<file path="src/rtl/entry_gate_if.sv">
// Keypad byte channel: valid/ready handshake carrying one ASCII character.
// master drives key_valid/key_data, slave answers with key_ready.
interface entry_gate_if;
    logic       key_valid;
    logic       key_ready;
    logic [7:0] key_data;

    modport master (
        output key_valid,
        output key_data,
        input  key_ready
    );

    modport slave (
        input  key_valid,
        input  key_data,
        output key_ready
    );
endinterface

</file>
<file path="src/rtl/entry_gate_seq.sv">
// Entry gate sequencer: debounced IR pulse, then set + confirm password capture.
// Build option KEY_BACKSPACE_EN: key 8'h08 erases the previous character.
module entry_gate_seq #(
    parameter int DEBOUNCE_CYCLES = 8,
    parameter int STROBE_CYCLES   = 4,
    parameter int PASS_BYTES      = 16,
    parameter int TIMEOUT_CYCLES  = 1024
) (
    input  logic                    clk,
    input  logic                    rst_n,
    input  logic                    ir_raw,
    entry_gate_if.slave             kbus,
    output logic                    ir,
    output logic [8*PASS_BYTES-1:0] pass_entry1,
    output logic                    enter1,
    output logic [8*PASS_BYTES-1:0] pass_entry2,
    output logic                    enter2,
    output logic                    busy,
    output logic                    timeout
);

    localparam int PW = 8 * PASS_BYTES;
    localparam int DW = $clog2(DEBOUNCE_CYCLES + 1);
    localparam int SW = $clog2(STROBE_CYCLES + 1);
    localparam int IW = $clog2(PASS_BYTES + 1);
    localparam int TW = $clog2(TIMEOUT_CYCLES + 1);

    typedef enum logic [2:0] {
        IDLE,
        IR_PULSE,
        COLLECT1,
        STROBE1,
        COLLECT2,
        STROBE2,
        WAIT_CLEAR
    } state_e;

    state_e          state_q, state_d;
    logic            sync1_q, sync2_q;
    logic            lvl_q, lvl_d;
    logic [DW-1:0]   dcnt_q, dcnt_d;
    logic [SW-1:0]   scnt_q, scnt_d;
    logic [IW-1:0]   idx_q, idx_d;
    logic [TW-1:0]   tcnt_q, tcnt_d;
    logic [PW-1:0]   pass1_q, pass1_d;
    logic [PW-1:0]   pass2_q, pass2_d;
    logic            gone_q, gone_d;
    logic            timeout_q, timeout_d;

    logic            collecting;
    logic            xfer;
    logic            is_bs;
    logic            strobe_done;
    logic            last_byte;
    logic [PW-1:0]   cur_w;
    logic [PW-1:0]   new_w;

    // Slot 0 sits in the top byte so the first typed character is the MSB.
    function automatic logic [PW-1:0] put_byte(
        input logic [PW-1:0] w,
        input logic [IW-1:0] i,
        input logic [7:0]    b
    );
        logic [PW-1:0] r;
        r = w;
        r[PW-8-8*int'(i) +: 8] = b;
        return r;
    endfunction

    always_ff @(posedge clk or negedge rst_n) begin
        if (!rst_n) begin
            sync1_q <= 1'b0;
            sync2_q <= 1'b0;
        end else begin
            sync1_q <= ir_raw;
            sync2_q <= sync1_q;
        end
    end

    // Count consecutive samples that disagree with the accepted level.
    always_comb begin
        lvl_d  = lvl_q;
        dcnt_d = '0;
        if (sync2_q != lvl_q) begin
            if (dcnt_q == DW'(DEBOUNCE_CYCLES - 1)) begin
                lvl_d = ~lvl_q;
            end else begin
                dcnt_d = dcnt_q + 1'b1;
            end
        end
    end

    assign collecting  = (state_q == COLLECT1) || (state_q == COLLECT2);
    assign kbus.key_ready = collecting && lvl_q;
    assign xfer        = kbus.key_valid && kbus.key_ready;
    assign strobe_done = (scnt_q == SW'(STROBE_CYCLES - 1));
    assign last_byte   = (idx_q == IW'(PASS_BYTES - 1));

`ifdef KEY_BACKSPACE_EN
    assign is_bs = (kbus.key_data == 8'h08);
`else
    assign is_bs = 1'b0;
`endif

    always_comb begin
        state_d   = state_q;
        scnt_d    = scnt_q;
        idx_d     = idx_q;
        tcnt_d    = tcnt_q;
        pass1_d   = pass1_q;
        pass2_d   = pass2_q;
        gone_d    = gone_q;
        timeout_d = 1'b0;
        cur_w     = (state_q == COLLECT2) ? pass2_q : pass1_q;
        new_w     = cur_w;

        unique case (state_q)
            IDLE: begin
                gone_d = 1'b0;
                if (lvl_q) begin
                    state_d = IR_PULSE;
                    scnt_d  = '0;
                    idx_d   = '0;
                    pass1_d = '0;
                    pass2_d = '0;
                end
            end
            IR_PULSE: begin
                gone_d = gone_q | ~lvl_q;
                scnt_d = scnt_q + 1'b1;
                if (strobe_done) begin
                    scnt_d  = '0;
                    tcnt_d  = '0;
                    gone_d  = 1'b0;
                    state_d = (gone_q || !lvl_q) ? IDLE : COLLECT1;
                end
            end
            COLLECT1, COLLECT2: begin
                if (!lvl_q) begin
                    state_d = IDLE;
                end else if (xfer) begin
                    tcnt_d = '0;
                    if (is_bs) begin
                        if (idx_q != '0) begin
                            idx_d = idx_q - 1'b1;
                            new_w = put_byte(cur_w, idx_q - 1'b1, 8'h00);
                        end
                    end else begin
                        idx_d = idx_q + 1'b1;
                        new_w = put_byte(cur_w, idx_q, kbus.key_data);
                        if (last_byte) begin
                            scnt_d  = '0;
                            state_d = (state_q == COLLECT1) ? STROBE1 : STROBE2;
                        end
                    end
                end else if (tcnt_q == TW'(TIMEOUT_CYCLES - 1)) begin
                    state_d   = WAIT_CLEAR;
                    timeout_d = 1'b1;
                end else begin
                    tcnt_d = tcnt_q + 1'b1;
                end
                if (state_q == COLLECT1) begin
                    pass1_d = new_w;
                end else begin
                    pass2_d = new_w;
                end
            end
            STROBE1: begin
                gone_d = gone_q | ~lvl_q;
                scnt_d = scnt_q + 1'b1;
                if (strobe_done) begin
                    scnt_d  = '0;
                    idx_d   = '0;
                    tcnt_d  = '0;
                    gone_d  = 1'b0;
                    state_d = (gone_q || !lvl_q) ? IDLE : COLLECT2;
                end
            end
            STROBE2: begin
                gone_d = gone_q | ~lvl_q;
                scnt_d = scnt_q + 1'b1;
                if (strobe_done) begin
                    scnt_d  = '0;
                    gone_d  = 1'b0;
                    state_d = (gone_q || !lvl_q) ? IDLE : WAIT_CLEAR;
                end
            end
            WAIT_CLEAR: begin
                if (!lvl_q) begin
                    state_d = IDLE;
                end
            end
            default: begin
                state_d = IDLE;
            end
        endcase
    end

    always_ff @(posedge clk or negedge rst_n) begin
        if (!rst_n) begin
            state_q   <= IDLE;
            lvl_q     <= 1'b0;
            dcnt_q    <= '0;
            scnt_q    <= '0;
            idx_q     <= '0;
            tcnt_q    <= '0;
            pass1_q   <= '0;
            pass2_q   <= '0;
            gone_q    <= 1'b0;
            timeout_q <= 1'b0;
        end else begin
            state_q   <= state_d;
            lvl_q     <= lvl_d;
            dcnt_q    <= dcnt_d;
            scnt_q    <= scnt_d;
            idx_q     <= idx_d;
            tcnt_q    <= tcnt_d;
            pass1_q   <= pass1_d;
            pass2_q   <= pass2_d;
            gone_q    <= gone_d;
            timeout_q <= timeout_d;
        end
    end

    // Strobes decode straight from state so reset drops them asynchronously.
    assign ir          = (state_q == IR_PULSE);
    assign enter1      = (state_q == STROBE1);
    assign enter2      = (state_q == STROBE2);
    assign busy        = (state_q != IDLE);
    assign timeout     = timeout_q;
    assign pass_entry1 = pass1_q;
    assign pass_entry2 = pass2_q;

endmodule
</file>
<file path="src/flat_wrapper.sv">
// flat-port wrapper written by rule: the top's interface ports become plain ports
module entry_gate_seq_flat 
#(
    parameter int DEBOUNCE_CYCLES = 8,
    parameter int STROBE_CYCLES   = 4,
    parameter int PASS_BYTES      = 16,
    parameter int TIMEOUT_CYCLES  = 1024
)
  (clk, rst_n, ir_raw, ir, pass_entry1, enter1, pass_entry2, enter2, busy, timeout, kbus_key_valid, kbus_key_data, kbus_key_ready);
  entry_gate_if kbus_i ();
  input  logic clk;
  input  logic rst_n;
  input  logic ir_raw;
  output logic ir;
  output logic [8*PASS_BYTES-1:0] pass_entry1;
  output logic enter1;
  output logic [8*PASS_BYTES-1:0] pass_entry2;
  output logic enter2;
  output logic busy;
  output logic timeout;
  input wire logic [$bits(kbus_i.key_valid)-1:0] kbus_key_valid;
  input wire logic [$bits(kbus_i.key_data)-1:0] kbus_key_data;
  output wire logic [$bits(kbus_i.key_ready)-1:0] kbus_key_ready;
  assign kbus_i.key_valid = kbus_key_valid;
  assign kbus_i.key_data = kbus_key_data;
  assign kbus_key_ready = kbus_i.key_ready;
  entry_gate_seq #(.DEBOUNCE_CYCLES(DEBOUNCE_CYCLES), .STROBE_CYCLES(STROBE_CYCLES), .PASS_BYTES(PASS_BYTES), .TIMEOUT_CYCLES(TIMEOUT_CYCLES)) u_core (.clk(clk), .rst_n(rst_n), .ir_raw(ir_raw), .kbus(kbus_i), .ir(ir), .pass_entry1(pass_entry1), .enter1(enter1), .pass_entry2(pass_entry2), .enter2(enter2), .busy(busy), .timeout(timeout));
endmodule
</file>
<file path="config.mk">
export PLATFORM = sky130hd
export DESIGN_NAME = entry_gate_seq_flat
export DESIGN_NICKNAME = d
export VERILOG_FILES = /design/src/rtl/entry_gate_if.sv /design/src/rtl/entry_gate_seq.sv /design/src/flat_wrapper.sv
export SDC_FILE = /design/constraint.sdc
export NUM_CORES = 1
export LEC_CHECK = 0
export BUFFER_PORTS_ARGS = -buffer_cell sky130_fd_sc_hd__buf_2
export CORE_ASPECT_RATIO = 0.9
export CORE_MARGIN = 5
export CORE_UTILIZATION = 50
export CTS_CLUSTER_DIAMETER = 50
export DETAILED_ROUTE_END_ITERATION = 8
export PLACE_DENSITY = 0.75
export SETUP_SLACK_MARGIN = 0.2
export SYNTH_ARGS = -nofsm -noshare
export SYNTH_HDL_FRONTEND = slang
export SYNTH_SLANG_ARGS = --single-unit
</file>
<file path="constraint.sdc">
create_clock -name clk -period 9 [get_ports clk]
set_input_delay 0.45 -clock clk [delete_from_list [all_inputs] [get_ports clk]]
set_output_delay 0.45 -clock clk [all_outputs]
set_load 0.05 [all_outputs]
</file>
* Yosys cells after proc, flatten, opt, wreduce, memory -nomap -nowiden *
Cells that the tools add are included.

operators by class
  bitwise gates (word level) = 2
  add/subtract/negate cells = 6
  reductions and logical operators = 22
  mux-type cells = 47
  equality and inequality tests = 25
  shift-type cells = 2

operator list
  kind                                                                       count
  128-bit 2-to-1 mux                                                         6
  128-bit one-hot mux with 2 select lines                                    2
  128-bit bitwise mux                                                        1
  8-bit by 33-bit variable shift with 128-bit output (first input constant)  1
  8-bit by 33-bit variable part select with 128-bit output                   1
  3-bit 2-to-1 mux                                                           17
  11-bit 2-to-1 mux                                                          4
  32-bit negation with 33-bit output                                         1
  11-bit one-hot mux with 2 select lines                                     1
  5-bit 2-to-1 mux                                                           4
  2-bit by 1-bit inequality test with 1-bit output (second input constant)   9
  3-bit one-hot mux with 6 select lines                                      1
  5-bit one-hot mux with 3 select lines                                      1
  11-bit by 1-bit adder with 11-bit output (second input constant)           1
  11-bit by 10-bit == test with 1-bit output (second input constant)         1
  5-bit AND reduction                                                        2
  3-bit by 2-bit == test with 1-bit output (second input constant)           3
  3-bit == test (second input constant)                                      3
  3-bit one-hot mux with 3 select lines                                      1
  3-bit nonzero test                                                         3
  7-bit by 8-bit subtractor with 9-bit output (first input constant)         1
  4-bit 2-to-1 mux                                                           2
  4-bit inequality test (second input constant)                              2
  7-bit AND reduction                                                        1
  other kinds (24)                                                           35

storage, ports and cells
  register bits = 287

* Logic depth before layout (Yosys ltp) *
  depth in word-level cells = 8
  mapped depth = 13
  gate-level depth less buffers = 11

* Worst setup path after synthesis *
No wires, ideal clock.

  path type = register -> register
  start point = register u_core.idx_q[0]
  end point = register u_core.pass1_q[101] (netlist: u_core.pass_entry1[101])
  buffers on the path = 3
  cell stages (with the launch flop) = 14
  clock period less this slack = 3.205 ns
  setup time = 0.132 ns
  arrival = 3.073 ns
  data required time = 8.868 ns
  setup slack = 5.795 ns
  path through = dfrtp_1 > clkbuf_1 > nand2_1 > or3_1 > inv_1 > ha_1 > nor4b_2 > nand4_2 > a211oi_2 > buf_2 > nand4_2 > buf_2 > nand4_1 > o211ai_1

between the ends
  cells in the longest elaborated chain, start to end = 8
  elaborated cells on any way between the ends = 9
  those cells by class = 2 x add/sub; 2 x shift; 5 x mux

RTL lines
  item                                                                                                                                   line                   RTL
  start: declaration                                                                                                                     entry_gate_seq.sv:43   logic [IW-1:0] idx_q, idx_d;
  start signal: assignment                                                                                                               entry_gate_seq.sv:216  idx_q <= idx_d;
  7-bit by 8-bit subtractor with 9-bit output (*)                                                                                        entry_gate_seq.sv:66   r[PW-8-8*int'(i) +: 8] = b;
  32-bit negation with 33-bit output (*)                                                                                                 entry_gate_seq.sv:66
  8-bit by 33-bit variable part select with 128-bit output / 8-bit by 33-bit variable shift with 128-bit output (equally long branches)  entry_gate_seq.sv:66
  128-bit bitwise mux (*)                                                                                                                entry_gate_seq.sv:66
  128-bit 2-to-1 mux (*)                                                                                                                 entry_gate_seq.sv:141  end else if (xfer) begin
  128-bit 2-to-1 mux (*)                                                                                                                 entry_gate_seq.sv:139  if (!lvl_q) begin
  128-bit 2-to-1 mux (*)                                                                                                                 entry_gate_seq.sv:162  if (state_q == COLLECT1) begin
  128-bit one-hot mux with 2 select lines (*)                                                                                            entry_gate_seq.sv:117  unique case (state_q)
  end signal: assignment                                                                                                                 entry_gate_seq.sv:218  pass1_q <= pass1_d;
  end: declaration                                                                                                                       entry_gate_seq.sv:45   logic [PW-1:0] pass1_q, pass1_d;

Mark *: on every way between the ends. The rest lies on a longest branch, timed or not. The select of a mux whose other input is x is not followed.
A chain may end at the register's enable or synchronous reset.

* Worst setup path in the final report *
  start point = register u_core.idx_q[0]
  end point = register u_core.pass2_q[76] (netlist: u_core.pass_entry2[76])

between the ends
  cells in the longest elaborated chain, start to end = 8
  elaborated cells on any way between the ends = 9
  those cells by class = 2 x add/sub; 2 x shift; 5 x mux

RTL lines
  item                                                                                                                                   line                   RTL
  7-bit by 8-bit subtractor with 9-bit output (*)                                                                                        entry_gate_seq.sv:66
  32-bit negation with 33-bit output (*)                                                                                                 entry_gate_seq.sv:66
  8-bit by 33-bit variable part select with 128-bit output / 8-bit by 33-bit variable shift with 128-bit output (equally long branches)  entry_gate_seq.sv:66
  128-bit bitwise mux (*)                                                                                                                entry_gate_seq.sv:66
  128-bit 2-to-1 mux (*)                                                                                                                 entry_gate_seq.sv:141
  128-bit 2-to-1 mux (*)                                                                                                                 entry_gate_seq.sv:139
  128-bit 2-to-1 mux (*)                                                                                                                 entry_gate_seq.sv:162
  128-bit one-hot mux with 2 select lines (*)                                                                                            entry_gate_seq.sv:117
  end signal: assignment                                                                                                                 entry_gate_seq.sv:219  pass2_q <= pass2_d;
  end: declaration                                                                                                                       entry_gate_seq.sv:46   logic [PW-1:0] pass2_q, pass2_d;

Marked as above.

==> flow_summary.json <==
{
  "status": "completed",
  "synth_fp_nets": 1233,
  "final_antenna_net_count": 0,
  "die-area_um2": 27510,
  "cp_max_fo": 22,
  "cts_hold_buf": 0,
  "crit_required_ns": 9.44,
  "netlist.area_leader.share": 0.5914,
  "first_iter_violations": 989,
  "ys_ff_latch": 287,
  "cts_setup_buffers": 0,
  "drive_gt1_frac": 0.2415,
  "ctsResizeCount": 0,
  "crit_path_start_kind": "register",
  "antenna_found_initial": 0,
  "max-vdd-ir-drop_v": 0.0001786,
  "drv_slew": 0,
  "grt_max_degree": 135,
  "cts_htree_levels": 2,
  "coreArea_um2": 24050,
  "start_util": 0.5049,
  "finalHoldViolations": 0,
  "drc_errors": 0,
  "synthTopCellsByArea": "dfrtp_1, nand2_1, o21ai_1",
  "die_w_um": 174.3,
  "worstPathArrival_ns": 5.25,
  "fin_util": 0.6187,
  "crit_chain": "nand2_1 -> or3_1 -> inv_1 -> ha_1 -> nor4b_2 -> nand4_2 -> a211oi_2 -> nand3_1 -> nor2_1 -> a32o_1",
  "clk_transition_reported_paths_ns": 0.06,
  "hold_class": "primary input to asynchronous set/reset pin",
  "power_density_nw_per_um2": 244.5,
  "max_slew_margin": 0.1676,
  "max_freq_ghz": 0.2078,
  "yosysTopAreaCell": "dfrtp_1",
  "grt_use_total": 0.2823,
  "nets": 1493,
  "end_kind": "register",
  "cts_buffer_depth": 3,
  "async_flop_share": 1.000,
  "num_io_pins": 274,
  "viasPerCell": 6.011,
  "cp_slowest_cell": "a211oi_2",
  "dr.pass1.iters": 5,
  "fp.dieH_um": 157.9,
  "finalCritPeriodShare": 0.5348,
  "tns_ns": 0,
  "cellLeakagePower_nw": 7.324,
  "final_cells": 1803,
  "cts.sinks": 287,
  "min_period_ns": 4.813,
  "synthTopCellsByCount": "nand2_1, dfrtp_1, o21ai_1",
  "rsz0062_at_grt": "no",
  "gr-total-overflow": 0,
  "fp-row-count": 54,
  "syn_area_um2": 12140,
  "wl_per_cell_um": 21.95,
  "setup_violations": 0,
  "syn_area_per_cell_um2": 10.03,
  "max_slew.worst_pin.slew_ns": 1.244,
  "yosysWarningCount": 0,
  "skew_ns": 0.01957,
  "vias": 10840,
  "wl_mm": 39.57,
  "area_growth_pct": 22.54,
  "slowest_delay_ns": 1.10,
  "clk_latency_ns": 0.51,
  "dpl.cell_count": 1743,
  "cts-root-buf": "clkbuf_16",
  "cts_buffers": 34,
  "cap_violations": 0,
  "finalWeightedCongestion": 0.9060,
  "synthMostInstantiatedCell": "nand2_1",
  "grt_pass1_wl_mm": 61.71,
  "synth-edff-count": 0,
  "n_antenna_cell": 0,
  "dpl.hpwl_mm": 27.77,
  "syn_inst": 1211,
  "synth-main-ff-cell": "dfrtp_1",
  "place.port_buffers": 273,
  "grt_pass1_vias": 10580,
  "ys_seq_area_frac": 0.5914,
  "critPathKind": "register to register",
  "synth.distinct_cells": 53,
  "tritoncts": "yes"
}
layout make-up:
cell class	count	area [um^2]
clock buffers	47	970.9
clock inverters	13	146.4
fillers	2051	9171
inverters	11	41.29
multi-input cells	854	4705
flip-flops and latches	287	7182
well taps	308	385.4
repair buffers	283	1451
kinds of logic after synthesis:
| kind of cell | synth area share |
|---|---|
| buf+inv | 0.02277 |
| simple gates | 0.1807 |
| fa+ha+maj | 0.01195 |
| mux | 0.0009272 |
| compound gates | 0.1865 |
| flops | 0.5914 |
| xor+xnor | 0.005770 |
power by group:
group          switching (W)  leakage, nW  internal, W
sequential         0.0000798         3.95      0.00137
clock               0.000549        0.548     0.000821
combinational       0.000644         2.82     0.000173
worst paths after layout:
path / slack [ns] / cells past startpoint / from / end
worst max-delay path: 4.19 / 10 / u_core.idx_q[0] / u_core.pass_entry2[76]
worst min-delay path: 0.06 / 1 / rst_n / u_core.pass_entry1[57]
worst max register to register: 4.19 / 10 / u_core.idx_q[0] / u_core.pass_entry2[76]
worst min register to register: 0.36 / 0 / u_core.sync1_q / u_core.sync2_q
max in group asynchronous: 7.34 / 2 / rst_n / u_core.pass_entry2[109]
min in group clk: 0.06 / 1 / ir_raw / u_core.sync1_q
cell usage in the layout, fill, tap and decap left out, types with 3 or more instances in the layout:
master,count
a22o_1,35
dfrtp_1,287
xnor2_1,5
clkbuf_1,7
a21bo_1,3
nor2b_1,16
or3_1,12
inv_1,11
nor3_1,6
ha_1,10
nand2b_1,10
nand4_1,34
nand2_1,291
o2bb2ai_1,25
clkinv_2,3
buf_2,272
nand3_1,44
inv_6,4
o211ai_1,33
xor2_1,3
nand4_2,3
a32o_1,6
a21oi_1,10
and2_1,4
o21ai_0,40
a2111oi_2,10
buf_4,10
nor2_1,37
o21ai_1,162
clkbuf_16,35
and3_1,12
clkbuf_8,5
a31oi_1,8
state kept, by name (all words and copies together) (netlist names), 3 cells and up:
signal	flops
u_core.pass_entry1	128
u_core.idx_q	5
u_core.scnt_q	3
u_core.tcnt_q	11
u_core.state_q	3
u_core.pass_entry2	128
u_core.dcnt_q	4
layer usage:
metal  vias to the layer above  wire (um)  share of wire  GRT usage
met4                         0        983          0.025    0.08142
li1                       4852          -              -          -
met3                        82       3985           0.10    0.07378
met2                       559      17790           0.45     0.4338
met1                      5345      16810           0.42     0.4016
met5                         -          0              0          0
critical path: cells and delay by family (launching register included):
family | cells | cell delay [ns]
DFF | 1 | 0.54
AOI/OAI and AO/OA | 2 | 1.30
and+or+nand+nor | 6 | 2.38
adders and majority gates | 1 | 0.44
buffers and inverters | 1 | 0.08
stage by stage:
stage,hold WS (ns),power [W],worst slack [ns],area [um^2]
3_5_place_dp,0.3463,0.002286,4.329,13760
5_1_grt,0.05661,0.003785,3.845,14880
2_1_floorplan,0.1544,0.002021,5.795,12140
4_1_cts,0.05235,0.003648,4.292,14880
6_report,0.05929,0.003639,4.187,14880
3_3_place_gp,0.3358,0.002269,4.523,13760
No activity file was read; power rests on OpenSTA's default activity.
